**src/rtl/fetch_unit_if.sv**
```systemverilog
// rtl/fetch_unit_if.sv - instruction memory, redirect and decode-side signals of the fetch unit
interface fetch_unit_if;
  logic [31:0] imem_addr;
  logic [31:0] imem_rdata;
  logic        redirect_valid;
  logic [31:0] redirect_pc;
  logic        out_valid;
  logic        out_ready;
  logic [31:0] out_instr;
  logic [31:0] out_pc;
  logic [31:0] out_pc_plus4;
  logic        misalign_err;

  // Fetch unit side
  modport master (
    output imem_addr,
    input  imem_rdata,
    input  redirect_valid,
    input  redirect_pc,
    output out_valid,
    input  out_ready,
    output out_instr,
    output out_pc,
    output out_pc_plus4,
    output misalign_err
  );

  // Memory / execute / decode side
  modport slave (
    input  imem_addr,
    output imem_rdata,
    output redirect_valid,
    output redirect_pc,
    input  out_valid,
    output out_ready,
    input  out_instr,
    input  out_pc,
    input  out_pc_plus4,
    input  misalign_err
  );
endinterface

```
**src/rtl/fetch_unit.sv**
```systemverilog
// rtl/fetch_unit.sv - program counter plus small {pc, instr} fetch buffer with redirect flush
module fetch_unit #(
  parameter logic [31:0] RESET_PC = 32'h0000_0000,
  parameter int          DEPTH    = 2
) (
  input logic          clk,
  input logic          rst,
  fetch_unit_if.master bus
);
  localparam int PW = $clog2(DEPTH);
  localparam int CW = $clog2(DEPTH + 1);

  logic [31:0]   pc_q, pc_d;
  logic [PW-1:0] rd_ptr_q, rd_ptr_d;
  logic [PW-1:0] wr_ptr_q, wr_ptr_d;
  logic [CW-1:0] count_q, count_d;
  logic          err_q, err_d;
  logic [31:0]   buf_pc_q    [DEPTH];
  logic [31:0]   buf_instr_q [DEPTH];

  logic valid;
  logic pop;
  logic push;

  // A redirect squashes the head, so it also suppresses the pop.
  assign valid = (count_q != '0);
  assign pop   = valid & bus.out_ready & ~bus.redirect_valid;
  assign push  = ~bus.redirect_valid & ((count_q < CW'(DEPTH)) | (valid & bus.out_ready));

  assign bus.imem_addr    = pc_q;
  assign bus.out_valid    = valid;
  assign bus.out_pc       = valid ? buf_pc_q[rd_ptr_q]    : 32'h0;
  assign bus.out_instr    = valid ? buf_instr_q[rd_ptr_q] : 32'h0;
  assign bus.out_pc_plus4 = valid ? (buf_pc_q[rd_ptr_q] + 32'd4) : 32'h0;
  assign bus.misalign_err = err_q;

  // Next-state for pc, pointers, occupancy and the sticky misalign flag
  always_comb begin
    pc_d     = pc_q;
    rd_ptr_d = rd_ptr_q;
    wr_ptr_d = wr_ptr_q;
    count_d  = count_q;
    err_d    = err_q;
    if (bus.redirect_valid) begin
      pc_d     = {bus.redirect_pc[31:2], 2'b00};
      rd_ptr_d = '0;
      wr_ptr_d = '0;
      count_d  = '0;
      if (bus.redirect_pc[1:0] != 2'b00) begin
        err_d = 1'b1;
      end
    end else begin
      if (push) begin
        pc_d     = pc_q + 32'd4;
        wr_ptr_d = wr_ptr_q + PW'(1);
      end
      if (pop) begin
        rd_ptr_d = rd_ptr_q + PW'(1);
      end
      if (push && !pop) begin
        count_d = count_q + CW'(1);
      end else if (pop && !push) begin
        count_d = count_q - CW'(1);
      end
    end
  end

  // Control state register with asynchronous reset
  always_ff @(posedge clk or posedge rst) begin
    if (rst) begin
      pc_q     <= RESET_PC;
      rd_ptr_q <= '0;
      wr_ptr_q <= '0;
      count_q  <= '0;
      err_q    <= 1'b0;
    end else begin
      pc_q     <= pc_d;
      rd_ptr_q <= rd_ptr_d;
      wr_ptr_q <= wr_ptr_d;
      count_q  <= count_d;
      err_q    <= err_d;
    end
  end

  // Buffer storage; contents are only visible while counted as valid
  always_ff @(posedge clk) begin
    if (push) begin
      buf_pc_q[wr_ptr_q]    <= pc_q;
      buf_instr_q[wr_ptr_q] <= bus.imem_rdata;
    end
  end
endmodule
```
**src/flat_wrapper.sv**
```systemverilog
// flat-port wrapper written by rule: the top's interface ports become plain ports
module fetch_unit_flat 
#(
  parameter logic [31:0] RESET_PC = 32'h0000_0000,
  parameter int          DEPTH    = 2
)
  (clk, rst, bus_imem_addr, bus_imem_rdata, bus_redirect_valid, bus_redirect_pc, bus_out_valid, bus_out_ready, bus_out_instr, bus_out_pc, bus_out_pc_plus4, bus_misalign_err);
  fetch_unit_if bus_i ();
  input logic clk;
  input logic rst;
  output wire logic [$bits(bus_i.imem_addr)-1:0] bus_imem_addr;
  input wire logic [$bits(bus_i.imem_rdata)-1:0] bus_imem_rdata;
  input wire logic [$bits(bus_i.redirect_valid)-1:0] bus_redirect_valid;
  input wire logic [$bits(bus_i.redirect_pc)-1:0] bus_redirect_pc;
  output wire logic [$bits(bus_i.out_valid)-1:0] bus_out_valid;
  input wire logic [$bits(bus_i.out_ready)-1:0] bus_out_ready;
  output wire logic [$bits(bus_i.out_instr)-1:0] bus_out_instr;
  output wire logic [$bits(bus_i.out_pc)-1:0] bus_out_pc;
  output wire logic [$bits(bus_i.out_pc_plus4)-1:0] bus_out_pc_plus4;
  output wire logic [$bits(bus_i.misalign_err)-1:0] bus_misalign_err;
  assign bus_imem_addr = bus_i.imem_addr;
  assign bus_i.imem_rdata = bus_imem_rdata;
  assign bus_i.redirect_valid = bus_redirect_valid;
  assign bus_i.redirect_pc = bus_redirect_pc;
  assign bus_out_valid = bus_i.out_valid;
  assign bus_i.out_ready = bus_out_ready;
  assign bus_out_instr = bus_i.out_instr;
  assign bus_out_pc = bus_i.out_pc;
  assign bus_out_pc_plus4 = bus_i.out_pc_plus4;
  assign bus_misalign_err = bus_i.misalign_err;
  fetch_unit #(.RESET_PC(RESET_PC), .DEPTH(DEPTH)) u_core (.clk(clk), .rst(rst), .bus(bus_i));
endmodule
```
**config.mk**
```make
export PLATFORM = sky130hd
export DESIGN_NAME = fetch_unit_flat
export DESIGN_NICKNAME = d
export VERILOG_FILES = /design/src/rtl/fetch_unit_if.sv /design/src/rtl/fetch_unit.sv /design/src/flat_wrapper.sv
export SDC_FILE = /design/constraint.sdc
export NUM_CORES = 1
export LEC_CHECK = 0
export ABC_AREA = 1
export BUFFER_PORTS_ARGS = -buffer_cell sky130_fd_sc_hd__buf_2
export CAP_MARGIN = 20
export CORE_MARGIN = 2
export CORE_UTILIZATION = 50
export DETAILED_ROUTE_END_ITERATION = 10
export GPL_TIMING_DRIVEN = 0
export MAX_ROUTING_LAYER = met4
export PLACE_DENSITY = 0.75
export SYNTH_ARGS = -nofsm -noshare
export SYNTH_HDL_FRONTEND = slang
export SYNTH_SLANG_ARGS = --single-unit
```
**constraint.sdc**
```tcl
create_clock -name clk -period 5.4 [get_ports clk]
set_input_delay 1.35 -clock clk [delete_from_list [all_inputs] [get_ports clk]]
set_output_delay 1.35 -clock clk [all_outputs]
set_load 0.005 [all_outputs]
```
After elaboration in Yosys (flattened, before gate mapping)
Memory sizes are Yosys's and may differ from the RTL's.
Index checks and enable logic that the tools add are counted.
{"block": "word_totals", "memories": 2, "reg_bits": 37, "output_inout_bits": 130, "ramBits": 128}
{"name": "u_core.buf_instr_q", "words": 2, "word_bits": 32, "read_ports": 1, "rd_clocked_by_memory_dff": 0, "write_ports": 1, "line": "fetch_unit.sv:19", "source": "logic [31:0] buf_instr_q [DEPTH];"}
{"name": "u_core.buf_pc_q", "words": 2, "word_bits": 32, "read_ports": 1, "rd_clocked_by_memory_dff": 0, "write_ports": 1, "line": "fetch_unit.sv:18", "source": "logic [31:0] buf_pc_q [DEPTH];"}
{"block": "classes", "add_sub_neg": 6, "magnitude_cmp": 1, "bitwise_logic": 5, "muxes": 14, "reduce_logical": 10}
{"cell": "32-bit two-way mux", "count": 5}
{"cell": "32-bit by 3-bit adder with 32-bit output (second input constant)", "count": 2}
{"cell": "2-bit nonzero test", "count": 4}
{"cell": "1-bit two-way mux", "count": 6}
{"cell": "2-bit two-way mux", "count": 3}
{"cell": "1-bit bitwise AND", "count": 3}
{"cell": "3-bit nonzero test", "count": 1}
{"cell": "1-bit adder (second input constant)", "count": 2}
{"cell": "2-bit by 1-bit adder with 2-bit output (second input constant)", "count": 1}
{"cell": "1-bit logical AND", "count": 2}
{"cell": "1-bit logical NOT", "count": 2}
{"cell": "2-bit < comparator (second input constant)", "count": 1}
{"cell": "2-bit AND reduction", "count": 1}
{"cell": "2-bit by 1-bit subtractor with 2-bit output (second input constant)", "count": 1}
{"cell": "1-bit inverter", "count": 1}
{"cell": "1-bit OR", "count": 1}

Longest topological paths before layout
Gate-level depths: netlist (run 1).
{"block": "logic_depth", "depth_word": 9, "ltp_mapped": 14, "ltp_nobuf": 12}

Least setup slack after synthesis (run 1)
OpenSTA, ideal clock, no wires.
{"block": "synth_path", "path_type": "input to register", "startpoint": "input bus_redirect_valid", "endpoint": "memory u_core.buf_instr_q[0][0] (enable)", "setup_time_ps": 483, "path_stages": 4, "setup_slack_ps": 525, "arrival_ps": 4392, "n_path_buf": 1, "cell_sequence": "buf_2 -> inv_1 -> nand2_2 -> nor2_1"}
{"block": "synth_between", "elab_chain_cells": 4}
{"item": "from (decl)", "line": "flat_wrapper.sv:13", "source": "input wire logic [$bits(bus_i.redirect_valid)-1:0] bus_redirect_valid;"}
{"item": "1-bit inverter", "line": "fetch_unit.sv:28", "source": "assign push = ~bus.redirect_valid & ((count_q < CW'(DEPTH)) | (valid & bus.out_ready));"}
{"item": "1-bit bitwise AND", "line": "fetch_unit.sv:28"}
{"item": "1-bit two-way mux", "line": "fetch_unit.sv:87", "source": "if (push) begin"}
{"item": "1-bit two-way mux (implied by the code)", "line": "fetch_unit.sv:89", "source": "buf_instr_q[wr_ptr_q] <= bus.imem_rdata;"}
{"item": "to (decl)", "line": "fetch_unit.sv:19"}
No other way between the ends.

Final worst setup path (run 1)
{"block": "layout_path", "startpoint": "register u_core.rd_ptr_q", "endpoint": "output bus_out_pc_plus4[12]"}
{"block": "layout_between", "elab_chain_cells": 3}
{"item": "from (decl)", "line": "fetch_unit.sv:14", "source": "logic [PW-1:0] rd_ptr_q, rd_ptr_d;"}
{"item": "from (signal assigned)", "line": "fetch_unit.sv:78", "source": "rd_ptr_q <= rd_ptr_d;"}
{"item": "memory 2 x 32 bit"}
{"item": "32-bit by 3-bit adder with 32-bit output", "line": "fetch_unit.sv:34", "source": "assign bus.out_pc_plus4 = valid ? (buf_pc_q[rd_ptr_q] + 32'd4) : 32'h0;"}
{"item": "32-bit two-way mux", "line": "fetch_unit.sv:34"}
{"item": "to (decl)", "line": "flat_wrapper.sv:19", "source": "output wire logic [$bits(bus_i.out_pc_plus4)-1:0] bus_out_pc_plus4;"}
No other way between the ends.

==> flow_summary.ini, run 1 <==
[timing]
slew_violations = 0
fin_skew_ps = 7.166
whs_ps = 477.9
hold_viol_final = 0
rsz0062_at_grt = no
min_period_ps = 3959
fmax_ghz = 0.2526
slew_headroom_pct = 43.33
tightestPinTransition_ps = 849.1
setup_ws_ps = 1441
post-route-period-util_pct = 73.32
setup_viol = 0

[finish]
final-seq-area_um2 = 4599
fin_nets = 1302
multi_input_area_um2 = 3209
n_antenna_cell = 0
area_delta_synth_final_pct = 23.40
drive_gt1_share_pct = 24.18
final_util_pct = 62.88
n_fill_cell = 1425

[clock_network]
cts_max_level = 4
clock-sinks = 159
clock-root-buffer = clkbuf_16
cts.path.max_buffers = 2
clkSlewWorstSetupHoldPaths_ps = 60
numCtsBuffers = 17
post-cts-setup-buffers = 0
post_cts_resized = 0
cts_hold_buf = 0
tritoncts = built
clock_latency_ps = 430

[global_routing]
grt_pass1_wl_um = 35610
gr-total-overflow = 0
grt_usage_pct = 26.61
grt_pass1_vias = 7080
antenna_found_initial = 0
grt_max_degree = 33

[synth]
ys_seq_elements = 159
synth_xor_xnor_area_share_pct = 0.9361
synthAdderAreaFrac_pct = 0.2972
synth_mux_area_share_pct = 0
yosys.area_share.simple_pct = 29.41
yosysMostFrequentCell = nand2_1
async_flop_share_pct = 22.01
synth_edf_count = 124
synth_compound_area_share_pct = 7.028
syn_avg_cell_area_um2 = 8.313
synth.area.top_cells = edfxtp_1 44%, nand2_1 16%, dfrtp_1 10%
syn-cell-area_um2 = 8421
synth_warnings = 0
ys_top_cells_by_count = 362 x nand2_1, 124 x edfxtp_1, 115 x nor2_1, 99 x inv_1
synthCells = 1013
synth_top_area_share_pct = 44.22
synth-main-ff-cell = edfxtp_1
synth_top_cell_by_area = edfxtp_1
synth_top_family_by_area = simple AND/OR/NAND/NOR gates
ys_types = 40
ys_seq_area_share_pct = 54.62

[detailed_routing]
antenna_left = 0
post_drt_via_cell_ratio = 5.147
drc = 0
post_drt_wl_per_cell_um = 15.71
drt-initial-drc-count = 521
vias = 7540
drt-pass1-iter-count = 6
drt-total-wl_um = 23010

[critical_path]
start_kind = register
rr_endpoint = u_core.buf_instr_q[1][3]$_DFFE_PP_
worstSetupPathType = reg2out
rr_startpoint = u_core.count_q[1]$_DFFE_PP0P_
cp-end-kind = output pin
crit_chain = buf_6 -> inv_8 -> buf_6 -> nand2_1 -> o21ai_4 -> ha_1 -> inv_1 -> nor2_2 -> nand2_1 -> nor2_2 -> nand2_1 -> clkinv_1 -> nand2_1 -> a21oi_1 -> buf_2
critical-path-max-stage-delay_ps = 370
ff2ff_path_depth = 8
crit_start = u_core.rd_ptr_q$_DFFE_PP0P_
crit_fanout = 10
critPathCapture = bus_out_pc_plus4[12]
required_ps = 4050
worstPathArrival_ps = 2610
cp_common_cell = nand2_1
ff2ff_setup_slack_ps = 3100
cp_slowest_cell = dfrtp_1

[die]
die-area_um2 = 17900
fp.dieW_um = 133.8
io_pins = 198
initial_utilization_pct = 50.96
chipHeight_um = 133.8
coreArea_um2 = 16520
num_rows = 47

[placement]
io_buffers = 190
hpwl_um = 17240
place.gp.congestion = 0.9166
dp_slack_ps = 1938

[pwr]
power.density_nw_per_um2 = 329.4
max-vdd-ir-drop_mv = 0.2279
p_leak_nw = 4.802
total_power_w = 0.003423

[flow_run]
cap_violations = 0

[min_path]
hp-class = reg2reg

[run_status]
status = complete, no violations
-- final cells by class --
cell class                      count  share of cell area, %
Multi-Input combinational cell    712                  30.89
Clock inverter                     13                  1.565
Buffer                             40                  2.276
Tap cell                          220                  2.649
Clock buffer                       19                  4.166
Sequential cell                   159                  44.26
Inverter                          107                  3.937
Timing Repair Buffer              195                  10.26
-- cells in the final DEF (no fill, tap or decap), types with 3 or more instances in the layout --
cell / n
nand4_1: 15
nand3_1: 45
nor2_4: 7
buf_2: 198
buf_6: 4
nand2_1: 362
nor2_2: 15
o21ai_1: 3
nor3_1: 5
buf_4: 8
inv_1: 99
inv_2: 6
a21oi_1: 45
clkbuf_16: 17
nand2_2: 22
bufinv_16: 3
xnor2_1: 3
o211ai_1: 7
edfxtp_1: 124
buf_1: 3
dfrtp_1: 35
clkinv_4: 3
conb_1: 6
buf_12: 4
xor2_1: 6
nor2_1: 113
o21ai_0: 34
clkbuf_1: 18
o21bai_1: 8
-- cell families after synthesis --
family	Yosys count
AOI/OAI and AO/OA	105
adders and majority gates	2
xor gates and xnor gates	9
buffers and inverters	147
DFF	159
and+or+nand+nor	590
other	1
-- metal layers --
layer / GRT usage (%) / vias to the layer above / wire length, um
met3: 4.686 / 46 / 1686
li1: - / 3695 / -
met4: 8.983 / 0 / 571
met2: 42.54 / 339 / 10880
met1: 34.67 / 3460 / 9878
met5: - / - / 0
-- power by group --
part           internal (W)  leakage (nW)  switching [W]  total [W]
combinational      0.000248          2.94       0.000435   0.000683
clock              0.000728         0.285       0.000476    0.00120
sequential          0.00145          1.58      0.0000898    0.00154
-- worst min-delay path by stage --
stage	start	endpoint	slack [ps]	depth (start not counted)
2_1_floorplan	u_core.bus.misalign_err$_DFFE_PP0P_	u_core.bus.misalign_err$_DFFE_PP0P_	470	1
4_1_cts	u_core.bus.misalign_err$_DFFE_PP0P_	u_core.bus.misalign_err$_DFFE_PP0P_	480	1
5_1_grt	u_core.bus.misalign_err$_DFFE_PP0P_	u_core.bus.misalign_err$_DFFE_PP0P_	530	1
3_5_place_dp	u_core.bus.misalign_err$_DFFE_PP0P_	u_core.bus.misalign_err$_DFFE_PP0P_	460	1
6_report	u_core.bus.misalign_err$_DFFE_PP0P_	u_core.bus.misalign_err$_DFFE_PP0P_	480	1
3_3_place_gp	u_core.bus.misalign_err$_DFFE_PP0P_	u_core.bus.misalign_err$_DFFE_PP0P_	460	1
-- registers in the layout, indices dropped and copies added (netlist names) --
name,cells
u_core.count_q,2
u_core.buf_pc_q,60
u_core.buf_instr_q,64
u_core.wr_ptr_q,1
u_core.bus.imem_addr,30
u_core.bus.misalign_err,1
u_core.rd_ptr_q,1
-- critical path: cells and delay by family, from the launching register on --
family	cells	cell delay, ps
AO/OA/AOI/OAI	2	270
adder cells (fa/ha/maj)	1	190
AND/OR/NAND/NOR	6	700
buffers and inverters	6	650
flip-flops	1	370
-- metrics by stage --
stage	TNS, ps	cell area [um2]	std cells
final	0	10390	1465
after CTS	0	10390	1465
after global routing	0	10390	1465
after global placement	-134880	9666	1428
after floorplan	0	8439	1018
after detailed placement	0	9796	1433
No activity file was read; power rests on OpenSTA's default activity.
==> run 2, diff against run 1 <==
--- a/config.mk
+++ b/config.mk
@@ -9,11 +9,11 @@
 export BUFFER_PORTS_ARGS = -buffer_cell sky130_fd_sc_hd__buf_2
 export CAP_MARGIN = 20
 export CORE_MARGIN = 2
-export CORE_UTILIZATION = 50
+export CORE_UTILIZATION = 49
 export DETAILED_ROUTE_END_ITERATION = 10
 export GPL_TIMING_DRIVEN = 0
 export MAX_ROUTING_LAYER = met4
-export PLACE_DENSITY = 0.75
+export PLACE_DENSITY = 0.77
 export SYNTH_ARGS = -nofsm -noshare
 export SYNTH_HDL_FRONTEND = slang
 export SYNTH_SLANG_ARGS = --single-unit
==> constraint.sdc (replaced) <==
create_clock -name clk -period 3.3 [get_ports clk]
set_input_delay 0.825 -clock clk [delete_from_list [all_inputs] [get_ports clk]]
set_output_delay 0.825 -clock clk [all_outputs]
set_load 0.005 [all_outputs]
==> run 2 against run 1 <==
Compared with the run above: critical path depth is the same; critical endpoint is now bus_out_pc_plus4[26]; combinational power increased by 79%; sequential power increased by 64%; clock-buffer cell count shrank 2; sequential cell count unchanged; routed wire length is 5.3% higher.
==> flow_summary.ini, run 2 (synthesis results as in run 1) <==
[timing]
setup_viol = 0
setup_ws_ps = 19.62
hold_viol_final = 0
whs_ps = 474.1
fmax_ghz = 0.3048
tightestPinTransition_ps = 793.8
min_period_ps = 3280
slew_headroom_pct = 47.01
rsz0062_at_grt = yes
post-route-period-util_pct = 99.41
fin_skew_ps = 8.541
slew_violations = 0

[global_routing]
gr-total-overflow = 0
grt_util_met1_pct = 34.33
grt-busiest-layer = met2
grt_usage_pct = 26.43
grt_max_degree = 36
grt_pass1_wl_um = 36000
antenna_found_initial = 0
use_met3_pct = 4.805
grt_use_met2_pct = 42.55
grt_pass1_vias = 7087

[detailed_routing]
drt-initial-drc-count = 821
post_drt_wl_per_cell_um = 16.42
drc = 0
post_drt_via_cell_ratio = 5.264
antenna_left = 0
drt-total-wl_um = 24240
vias = 7769
drt-pass1-iter-count = 5

[die]
initial_utilization_pct = 50.42
num_rows = 47
die-area_um2 = 18250
coreArea_um2 = 16700
fp.dieW_um = 135.1
io_pins = 198
chipHeight_um = 135.1

[clock_network]
clkSlewWorstSetupHoldPaths_ps = 70
tritoncts = built
cts_max_level = 4
clock-sinks = 159
cts.path.max_buffers = 2
numCtsBuffers = 17
clock_latency_ps = 440
clock-root-buffer = clkbuf_16

[pwr]
p_leak_nw = 4.920
max-vdd-ir-drop_mv = 0.4179
power.density_nw_per_um2 = 528.0

[finish]
drive_gt1_share_pct = 28.42
n_antenna_cell = 0
final_cell_area_um2 = 10700
layout_common_cells = 346 x nand2_1, 198 x buf_2, 124 x edfxtp_1, 97 x nor2_1, 96 x inv_1
largest-register = u_core.buf_instr_q
area_delta_synth_final_pct = 27.10
largest_register_ff_count = 64
fin_cells = 1476
final-seq-area_um2 = 4599
n_fill_cell = 1372
mostFrequentLayoutCell = nand2_1
multi_input_area_um2 = 3400
final_util_pct = 64.08
fin_nets = 1313

[min_path]
hp-class = reg2reg

[run_status]
status = complete, no violations

[placement]
dp_slack_ps = 423.2
dp.cells = 1432
hpwl_um = 17370
place_area_um2 = 9776
place.gp.congestion = 0.9506
io_buffers = 190

[critical_path]
cp_slowest_cell = dfrtp_1
required_ps = 2470
crit_chain = buf_6 -> clkinv_8 -> buf_12 -> o21ai_4 -> ha_4 -> inv_4 -> nor2_4 -> nand2_4 -> nor2_4 -> buf_6 -> nand2_2 -> nand2_1 -> nand2_1 -> nor2_1 -> buf_2
crit_fanout = 6
worstSetupPathType = reg2out
worstPathArrival_ps = 2460
critical-path-max-stage-delay_ps = 360
cp-end-kind = output pin
start_kind = register

[flow_run]
cap_violations = 0
-- run 2: power breakdown --
part           internal, W  switching (W)  leakage (nW)  total, W
Combinational     0.000446       0.000774          3.07   0.00122
Sequential         0.00237       0.000151          1.58   0.00252
Clock              0.00106       0.000854         0.279   0.00191
Total              0.00387        0.00178          4.92   0.00565
-- run 2: metal layers --
| layer | part of all wire (%) | up-vias |
|---|---|---|
| li1 | - | 3731 |
| met1 | 42 | 3594 |
| met2 | 48 | 399 |
| met3 | 8.3 | 45 |
| met4 | 2.2 | 0 |
| met5 | 0 | - |
-- run 2: layout make-up --
type / count / share of cell area (%)
Tap cell: 220 / 2.572
Clock buffer: 17 / 3.975
Buffer: 40 / 2.303
Sequential cell: 159 / 42.97
Timing Repair Buffer: 206 / 11.11
Multi-Input combinational cell: 712 / 31.76
Clock inverter: 15 / 1.415
Inverter: 107 / 3.893
-- run 2: path summary, 6_finish.rpt --
path	to	slack [ps]	start	cells after the start
min reg2reg	u_core.bus.misalign_err$_DFFE_PP0P_	470	u_core.bus.misalign_err$_DFFE_PP0P_	1
max reg2reg	u_core.buf_pc_q[0][18]$_DFFE_PP_	1050	u_core.count_q[1]$_DFFE_PP0P_	7
max in group asynchronous	u_core.bus.imem_addr[24]$_DFFE_PP0P_	2250	rst	2
max	bus_out_pc_plus4[26]	20	u_core.rd_ptr_q$_DFFE_PP0P_	15
min	u_core.bus.misalign_err$_DFFE_PP0P_	470	u_core.bus.misalign_err$_DFFE_PP0P_	1
min in group asynchronous	u_core.bus.misalign_err$_DFFE_PP0P_	530	rst	2
-- run 2: through the flow --
step | TNS (ps) | power, W
floorplan | -405.3 | 0.003160
global placement | -119380 | 0.003619
detailed placement | 0 | 0.003668
CTS | 0 | 0.005565
global route | -472.3 | 0.005873
finish | 0 | 0.005651
-- run 2: timing repair --
action / in CTS / in global routing
gates cloned: 0 / 3
buffers inserted: 1 / 8
pin swaps: 5 / 19
hold buffers: 0 / 0
resized for setup: 7 / 64
endpoints found under the setup margin: 3 / 25
-- run 2: critical path: cells and delay by family (launching register included) --
family	cells	cell delay (ps)
AOI/OAI and AO/OA	1	200
adders and majority gates	1	200
buffers and inverters	6	680
DFF	1	360
and+or+nand+nor	7	570
